==> config.mk <==
export PLATFORM = sky130hd
export DESIGN_NAME = prio_arbiter
export DESIGN_NICKNAME = d
export VERILOG_FILES = /design/src/rtl/arb_pkg.sv /design/src/rtl/prio_pick.sv /design/src/rtl/prio_arbiter.sv
export SDC_FILE = /design/constraint.sdc
export NUM_CORES = 1
export LEC_CHECK = 0
export ABC_CLOCK_PERIOD_IN_PS = 1400
export CAP_MARGIN = 20
export CORE_ASPECT_RATIO = 1.2
export CORE_MARGIN = 2
export CORE_UTILIZATION = 25
export CTS_BUF_LIST = sky130_fd_sc_hd__clkbuf_2
export DETAILED_ROUTE_END_ITERATION = 10
export PLACE_DENSITY = 0.48
export SYNTH_ARGS = -nofsm -noshare
export SYNTH_HDL_FRONTEND = slang
export SYNTH_SLANG_ARGS = --single-unit
==> constraint.sdc <==
create_clock -name i_clk -period 1.4 [get_ports i_clk]
set_clock_uncertainty 0.05 [all_clocks]
set_input_delay 0.14 -clock i_clk [delete_from_list [all_inputs] [get_ports i_clk]]
set_output_delay 0.14 -clock i_clk [all_outputs]
set_load 0.005 [all_outputs]
==> src/rtl/arb_pkg.sv <==
// Shared types and helpers for the request arbiter.
package arb_pkg;

  localparam int unsigned MaxReq = 16;

  typedef enum logic {
    ARB_FIXED,
    ARB_RR
  } arb_mode_e;

  typedef enum logic {
    IDLE,
    BUSY
  } arb_state_e;

  // OR-reduce set positions; exact for one-hot, 0 for all-zero.
  function automatic logic [3:0] onehot_to_idx(input logic [MaxReq-1:0] oh);
    logic [3:0] idx;
    idx = '0;
    for (int i = 0; i < MaxReq; i++) begin
      if (oh[i]) idx = idx | 4'(i);
    end
    return idx;
  endfunction

endpackage

==> src/rtl/prio_pick.sv <==
// Combinational masked priority picker: first set bit at or above i_ptr, wrapping.
module prio_pick #(
  parameter int unsigned N  = 4,
  parameter int unsigned IW = $clog2(N)
) (
  input  logic [N-1:0]  i_req,
  input  logic [N-1:0]  i_mask,
  input  logic [IW-1:0] i_ptr,
  output logic [N-1:0]  o_win,
  output logic          o_any
);

  logic [N-1:0] w_eff;
  logic [N-1:0] w_rot;
  logic [N-1:0] w_rot_oh;

  assign w_eff    = i_req & ~i_mask;
  // Rotate right so the pointer position becomes bit 0, isolate lowest set bit, rotate back.
  assign w_rot    = N'({w_eff, w_eff} >> i_ptr);
  assign w_rot_oh = w_rot & (~w_rot + {{(N-1){1'b0}}, 1'b1});
  assign o_win    = N'({w_rot_oh, w_rot_oh} >> (N - 32'(i_ptr)));
  assign o_any    = |w_eff;

endmodule

==> src/rtl/prio_arbiter.sv <==
// N-way arbiter with registered one-hot grant, fixed or round-robin selection,
// grant locking and an optional hold timeout.
module prio_arbiter
  import arb_pkg::*;
#(
  parameter int unsigned N        = 4,
  parameter arb_mode_e   MODE     = ARB_FIXED,
  parameter int unsigned MAX_HOLD = 0,
  parameter int unsigned IW       = $clog2(N)
) (
  input  logic          i_clk,
  input  logic          i_rst_n,
  input  logic [N-1:0]  i_req,
  output logic [N-1:0]  o_gnt,
  output logic          o_gnt_valid,
  output logic [IW-1:0] o_gnt_idx,
  output logic          o_timeout
);

  localparam int unsigned HW       = (MAX_HOLD == 0) ? 1 : $clog2(MAX_HOLD + 1);
  localparam int unsigned HoldLast = (MAX_HOLD == 0) ? 0 : MAX_HOLD - 1;

  arb_state_e    r_state;
  logic [N-1:0]  r_gnt;
  logic          r_gnt_valid;
  logic [IW-1:0] r_gnt_idx;
  logic [IW-1:0] r_ptr;
  logic [HW-1:0] r_hold;
  logic          r_timeout;

  logic          w_owner_req;
  logic          w_limit;
  logic          w_force;
  logic          w_grant;
  logic [N-1:0]  w_mask;
  logic [IW-1:0] w_ptr;
  logic [N-1:0]  w_win;
  logic          w_any;
  logic [IW-1:0] w_win_idx;
  logic [IW-1:0] w_next_ptr;

  assign w_owner_req = |(i_req & r_gnt);
  assign w_limit     = (MAX_HOLD != 0) && (r_hold == HW'(HoldLast));
  // An owner drop at the threshold is a plain handover, so force needs the owner still asking.
  assign w_force     = (r_state == BUSY) && w_owner_req && w_limit;
  assign w_mask      = w_force ? r_gnt : '0;
  assign w_ptr       = (MODE == ARB_RR) ? r_ptr : '0;

  prio_pick #(
    .N  (N),
    .IW (IW)
  ) u_pick (
    .i_req  (i_req),
    .i_mask (w_mask),
    .i_ptr  (w_ptr),
    .o_win  (w_win),
    .o_any  (w_any)
  );

  assign w_win_idx  = IW'(onehot_to_idx(16'(w_win)));
  assign w_next_ptr = (w_win_idx == IW'(N - 1)) ? '0 : w_win_idx + IW'(1);
  assign w_grant    = w_any && ((r_state == IDLE) || !w_owner_req || w_limit);

  always_ff @(posedge i_clk or negedge i_rst_n) begin
    if (!i_rst_n) begin
      r_state     <= IDLE;
      r_gnt       <= '0;
      r_gnt_valid <= 1'b0;
      r_gnt_idx   <= '0;
      r_ptr       <= '0;
      r_hold      <= '0;
      r_timeout   <= 1'b0;
    end else begin
      r_timeout <= 1'b0;
      if (w_grant) begin
        r_state     <= BUSY;
        r_gnt       <= w_win;
        r_gnt_valid <= 1'b1;
        r_gnt_idx   <= w_win_idx;
        r_ptr       <= w_next_ptr;
        r_hold      <= '0;
        r_timeout   <= w_force;
      end else if (r_state == BUSY) begin
        if (!w_owner_req) begin
          r_state     <= IDLE;
          r_gnt       <= '0;
          r_gnt_valid <= 1'b0;
          r_gnt_idx   <= '0;
          r_hold      <= '0;
        end else if (w_limit) begin
          // Sole requester at the limit keeps the resource and starts a fresh hold window.
          r_hold <= '0;
        end else begin
          r_hold <= r_hold + HW'(1);
        end
      end
    end
  end

  assign o_gnt       = r_gnt;
  assign o_gnt_valid = r_gnt_valid;
  assign o_gnt_idx   = r_gnt_idx;
  assign o_timeout   = r_timeout;

  a_gnt_onehot : assert property (@(posedge i_clk) disable iff (!i_rst_n)
    $onehot0(o_gnt) && (o_gnt_valid == (|o_gnt)) &&
    (o_gnt_idx == IW'(onehot_to_idx(16'(o_gnt)))));

endmodule

==> results of run 1 <==
power groups by stage:
stage,sequential [mW],combinational (mW),clock (mW)
floorplan,0.307,0.136,0
global placement,0.307,0.283,0
detailed placement,0.308,0.282,0
CTS,0.301,0.293,0.155
global route,0.305,0.321,0.165
finish,0.299,0.296,0.152
kinds of logic after synthesis:
group                  count (synthesis)  share of synthesized area, %
other                                  1                         0.744
and+or+nand+nor                       10                          15.9
buffers and inverters                  6                          6.95
DFF                                    8                          39.7
AOI/OAI and AO/OA                     21                          36.7
state kept, by name, indices dropped and copies added, names as in the netlist:
register	flops
o_gnt_idx	2
o_gnt_valid	1
o_gnt	4
r_state	1
Yosys cell counts (2+ instances only):
cell / n
o21ai_0: 7
o211a_1: 3
o2bb2ai_1: 2
inv_1: 2
a22o_4: 2
dfrtp_1: 8
metal layers:
layer	global-route usage (%)	routed length (um)
met1	15.9	571
met2	14.5	485
met3	2.05	69
met4	7.35	25
met5	0	0
how the worst min path moves through the flow:
stage                     startpoint  endpoint  slack [ns]  depth (start not counted)
after floorplan              i_rst_n  o_gnt[0]       -0.21                          0
after global placement       i_rst_n  o_gnt[3]        0.42                          1
after detailed placement     i_rst_n  o_gnt[3]        0.41                          1
after CTS                    i_rst_n  o_gnt[3]        0.13                          1
after global routing         i_rst_n  o_gnt[3]        0.15                          1
final                        i_rst_n  o_gnt[1]        0.11                          1
layout make-up:
type                       instances  area (um2)  share of cell area [%]
clock buffer                       3        15.0                    2.11
multi-input combinational         32         269                    37.8
sequential                         8         200                    28.1
inverter                           2        7.51                    1.05
tap                               19        23.8                    3.34
timing repair buffer              22         196                    27.6
what timing repair did:
| action | CTS | global route |
|---|---|---|
| setup endpoints to repair | 2 | 2 |
| setup buffers | 1 | 2 |
| pin swaps | 0 | 1 |
| resized for setup | 1 | 1 |
| cloned | 0 | 0 |
stage by stage:
step           cells  area, um2
2_1_floorplan     46        504
3_3_place_gp      80        673
6_report          86        712
3_5_place_dp      80        673
5_1_grt           86        712
4_1_cts           84        694
==> impl_metrics.yaml, run 1 <==
run_status:
  status: "completed"
grt:
  residual_overflow_from_global_routing: 0
  global_route.usage.total_pct: 11.1
  antenna_found_initial: 0
  largest_net_degree_at_the_start_of_global_routing: 10
  first_pass_grt_wire_length_mm: 1.89
  grt_pass1_vias: 425
power:
  max_rail_drop_vdd_uv: 590
  clock_power_share_pct: 20.4
  total_power_draw_mw: 0.747
  switching_share_pct: 32.1
  power.net_switching_mw: 0.240
  p_leak_nw: 0.360
  seq_power_share_pct: 40.0
  pwr-share-comb_pct: 39.6
  pwr_density_cell_nw_per_um2: 1050
  cell_internal_pwr_mw: 0.507
cts:
  clkSinkCount: 8
  htreeDepth: 1
  worst_setup_hold_path_clk_slew_ns: 0.10
  clk-insertion-delay-late_ns: 0.25
  cts_buffers: 3
  post_cts_hold_fix_bufs: 0
  max-clock-path-buffers: 2
  cts.root.buffer_cell: "clkbuf_2"
  cts_tree: "yes"
yosys:
  syn_avg_cell_area_um2: 11.0
  ys_seq_elements: 8
  synth_area_um2: 504
  yosys_warnings: 0
  netlist-cell-type-count: 28
  share_of_synthesized_area_occupied_by_flip_flops_and_latches_pct: 39.7
  synthDominantAreaCellType: "dfrtp_1"
  ys_top_cells_by_area: "dfrtp_1 40%, a22o_4 6.9%, o21ai_0 6.9%, o211a_1 6.0%, nor4_4 4.2%"
  syn-num-nets: 52
  yosys_most_used_dff: "dfrtp_1"
  synth_enable_flop_cells: 0
  synth_async_sr_flop_share_pct: 100
  yosysTopAreaCellShare_pct: 39.7
  synthesis.instances: 46
place:
  place.gp.congestion: 0.778
  dp_hpwl_um: 835
  dp_slack_ns: -0.195
  buffer_ports.inserted: 12
setup_path:
  regToRegEndpoint: "o_gnt_idx[1]"
  timing.rr.start: "o_gnt[2]"
  critPathMaxFanout: 3
  timing.critical_path.required_ns: 1.21
  cp-start-kind: "flip-flop"
  worst-endpoint-arrival_ns: 1.16
  path_cells: "clkdlybuf4s50_1"
  worst_path_largest_cell_delay_ns: 0.51
  crit_cells: 1
  start_to_end_type_of_the_worst_setup_path: "flip-flop to output port"
  worstSetupEndpointType: "output port"
  worst_r2r_path_depth: 3
  critical_path_slowest_stage_cell: "clkdlybuf4s50_1"
  crit_end: "o_gnt[1]"
  crit_family: "buffers and inverters"
  setup.reg_to_reg.worst_slack_ns: 0.06
  critical_path.n_buffers_inverters: 1
  crit_path_start: "o_gnt[1]"
sta:
  max_freq_mhz: 741
  final.setup.worst_slack_ns: 0.0500
  holdWs_ns: 0.110
  hold_fails_final_rpt: 0
  layout_worst_path_cycle_share_pct: 96.4
  slew_violations: 0
  grt_setup_unrepaired: "false"
  post-route-min-period_ns: 1.35
  setup_violations: 0
  tns_ns: 0
floorplan:
  rows: 17
  effective_utilization_at_floorplan_pct: 26.9
  die_area_um2: 2390
  die_height_um: 53.2
  chipWidth_um: 45.0
  io-pin-count: 14
  core_area_um2: 1870
detailed_routing:
  drtAntennaViolNets: 0
  total_routed_length_mm: 1.15
  routed_wire_per_std_cell_um: 13.4
  first_iter_violations: 14
  first_pass_iters: 4
  route.vias.total: 426
  drcViolationCount: 0
  detail_route.vias_per_cell: 4.95
hold_path:
  class_of_the_most_critical_hold_timing_path: "input pin to async pin"
cells_and_area:
  syn_to_final_growth_pct: 41.2
  most-common-layout-cells: "10 x clkdlybuf4s50_1, 10 x buf_4, 8 x dfrtp_1, 7 x o21ai_0"
  layout.filler_cells: 201
  final_layout_size_suffix_gt1_share_pct: 31.3
  finalNetCount: 75
  layout.core_utilization_pct: 38.0
  insertedDiodeCount: 0
run:
  drv_cap: 0
Power figures use the tool's default switching activity.
==> inputs of run 2 (changes only) <==
- PLACE_DENSITY: 0.48 -> default
- PLACE_DENSITY_LB_ADDON: default -> 0.15
- SLEW_MARGIN: default -> 0
==> run 2 against run 1 <==
Against the previous run: sequential share of layout area is 1.6 points lower; sequential power rose by 2%; register-to-register slack about the same; sequential cell count is the same; final cell count up 5.8%; worst setup slack gained 0.0083 ns; fmax grew 0.62%; clock power is 9.9% lower; core utilization rose by 2.3 points; critical path depth is 5 higher; first-iteration DRC count shrank 29%; routed wire length rose by 12%; largest cell class unchanged.
==> impl_metrics.yaml, run 2 (synthesis gave the netlist of run 1 again) <==
floorplan:
  core_area_um2: 1870
  die_height_um: 53.2
  rows: 17
  io-pin-count: 14
  effective_utilization_at_floorplan_pct: 26.9
  chipWidth_um: 45.0
  die_area_um2: 2390
setup_path:
  timing.critical_path.required_ns: 1.46
  crit_end: "o_gnt_valid"
  start_to_end_type_of_the_worst_setup_path: "input pin to flip-flop"
  cp-start-kind: "input pin"
  setup.reg_to_reg.worst_slack_ns: 0.07
  worst_r2r_path_depth: 3
  timing.rr.start: "o_gnt[0]"
  regToRegEndpoint: "o_gnt_idx[1]"
  critPathMaxFanout: 6
  crit_path_start: "i_req[3]"
  worstSetupEndpointType: "flip-flop"
  worst-endpoint-arrival_ns: 1.41
detailed_routing:
  total_routed_length_mm: 1.29
  first_iter_violations: 10
  routed_wire_per_std_cell_um: 14.2
  first_pass_iters: 2
  detail_route.vias_per_cell: 4.88
  drcViolationCount: 0
  drtAntennaViolNets: 0
  route.vias.total: 444
cells_and_area:
  layout.filler_cells: 186
  syn_to_final_growth_pct: 49.9
  mostFrequentLayoutCell: "buf_4"
  final_layout_size_suffix_gt1_share_pct: 36.1
  insertedDiodeCount: 0
  finalNetCount: 80
  most-common-layout-cells: "15 x buf_4, 8 x dfrtp_1, 7 x o21ai_0, 6 x clkdlybuf4s50_1, 4 x dlymetal6s2s_1"
  largest_register_ffs: 4
grt:
  grt_pass1_vias: 480
  grt_util_met1_pct: 16.4
  grt_use_met2_pct: 17.6
  residual_overflow_from_global_routing: 0
  met3_track_utilization_from_global_routing_pct: 2.39
  largest_net_degree_at_the_start_of_global_routing: 10
  first_pass_grt_wire_length_mm: 2.15
  gr-max-usage-layer: "met2"
  global_route.usage.total_pct: 13.2
  antenna_found_initial: 0
sta:
  final.setup.worst_slack_ns: 0.0583
  max_freq_mhz: 745
  layout_worst_path_cycle_share_pct: 95.8
  holdWs_ns: 0.126
  slew_violations: 0
  hold_fails_final_rpt: 0
  setup_violations: 0
  grt_setup_unrepaired: "false"
  post-route-min-period_ns: 1.34
cts:
  clk-insertion-delay-late_ns: 0.24
  max-clock-path-buffers: 2
  cts_buffers: 3
  clkSinkCount: 8
  worst_setup_hold_path_clk_slew_ns: 0.09
  cts_tree: "yes"
  cts.root.buffer_cell: "clkbuf_2"
  htreeDepth: 1
run:
  drv_cap: 0
run_status:
  status: "completed"
place:
  place.gp.congestion: 0.702
  dp_hpwl_um: 998
  dp_slack_ns: -0.242
  buffer_ports.inserted: 12
power:
  pwr_density_cell_nw_per_um2: 977
  p_leak_nw: 0.414
  max_rail_drop_vdd_uv: 466
hold_path:
  class_of_the_most_critical_hold_timing_path: "input pin to async pin"
run 2: changes by cell type in the layout (fill, tap and decap cells not counted), sizes merged:
cell           delta
buf               +5
clkdlybuf4s50     -4
dlygate4sd2       +1
dlymetal6s2s      +3
run 2: cell type report:
| class | instances | area [um2] | area share [%] |
|---|---|---|---|
| Tap cell | 19 | 23.8 | 3.15 |
| Inverter | 2 | 7.51 | 0.993 |
| Clock buffer | 3 | 15.0 | 1.99 |
| Timing Repair Buffer | 27 | 240 | 31.8 |
| Multi-Input combinational cell | 32 | 269 | 35.6 |
| Sequential cell | 8 | 200 | 26.5 |
run 2: worst min-delay path by stage:
stage,start,end,slack [ns],cells past startpoint
2_1_floorplan,i_rst_n,o_gnt[0],-0.21,0
3_3_place_gp,i_rst_n,o_gnt_idx[0],0.40,1
3_5_place_dp,i_rst_n,o_gnt[1],0.41,1
4_1_cts,i_rst_n,o_gnt[1],0.13,1
5_1_grt,i_rst_n,o_gnt[1],0.14,1
6_report,i_rst_n,o_gnt[1],0.13,1
run 2: worst max-delay path: stages:
cell and delay (ns):
clkdlybuf4s50_1 0.44, buf_4 0.17, nor4_4 0.25, buf_4 0.18
a21boi_0 0.08, a21o_1 0.15
run 2: layer usage:
layer | part of all wire [%] | up-vias
met5 | 0 | -
met4 | 3.3 | 0
met3 | 2.3 | 4
met2 | 48 | 7
met1 | 46 | 209
li1 | - | 224
run 2: stage by stage:
step,utilization [%],instance area [um2],setup TNS (ns),power [mW],instances
after floorplan,-,504,0,0.443,46
after global placement,38.8,726,-1.53,0.616,87
after detailed placement,38.8,726,-1.57,0.621,87
after CTS,39.8,746,-0.0329,0.764,91
after global routing,40.4,756,0,0.798,91
final,40.4,756,0,0.738,91
run 2: report_power, final:
group          switching, mW  leakage (nW)  internal (mW)  total, mW
Combinational          0.119         0.306          0.179      0.298
Sequential            0.0348        0.0951          0.269      0.304
Clock                 0.0782        0.0125         0.0584      0.137
Total                  0.232         0.414          0.506      0.738
run 2: repair_timing:
item,in CTS,in global routing
pin swaps,0,3
resized for setup,2,4
endpoints found under the setup margin,2,8
hold buffers,0,0
endpoints found under the hold margin,0,0
buffers inserted,1,1
==> inputs of run 3 (changes only) <==
- ABC_CLOCK_PERIOD_IN_PS: 1400 -> default
==> results of run 3 <==
The final DEF is identical to that of run 2; final timing and power are the same.
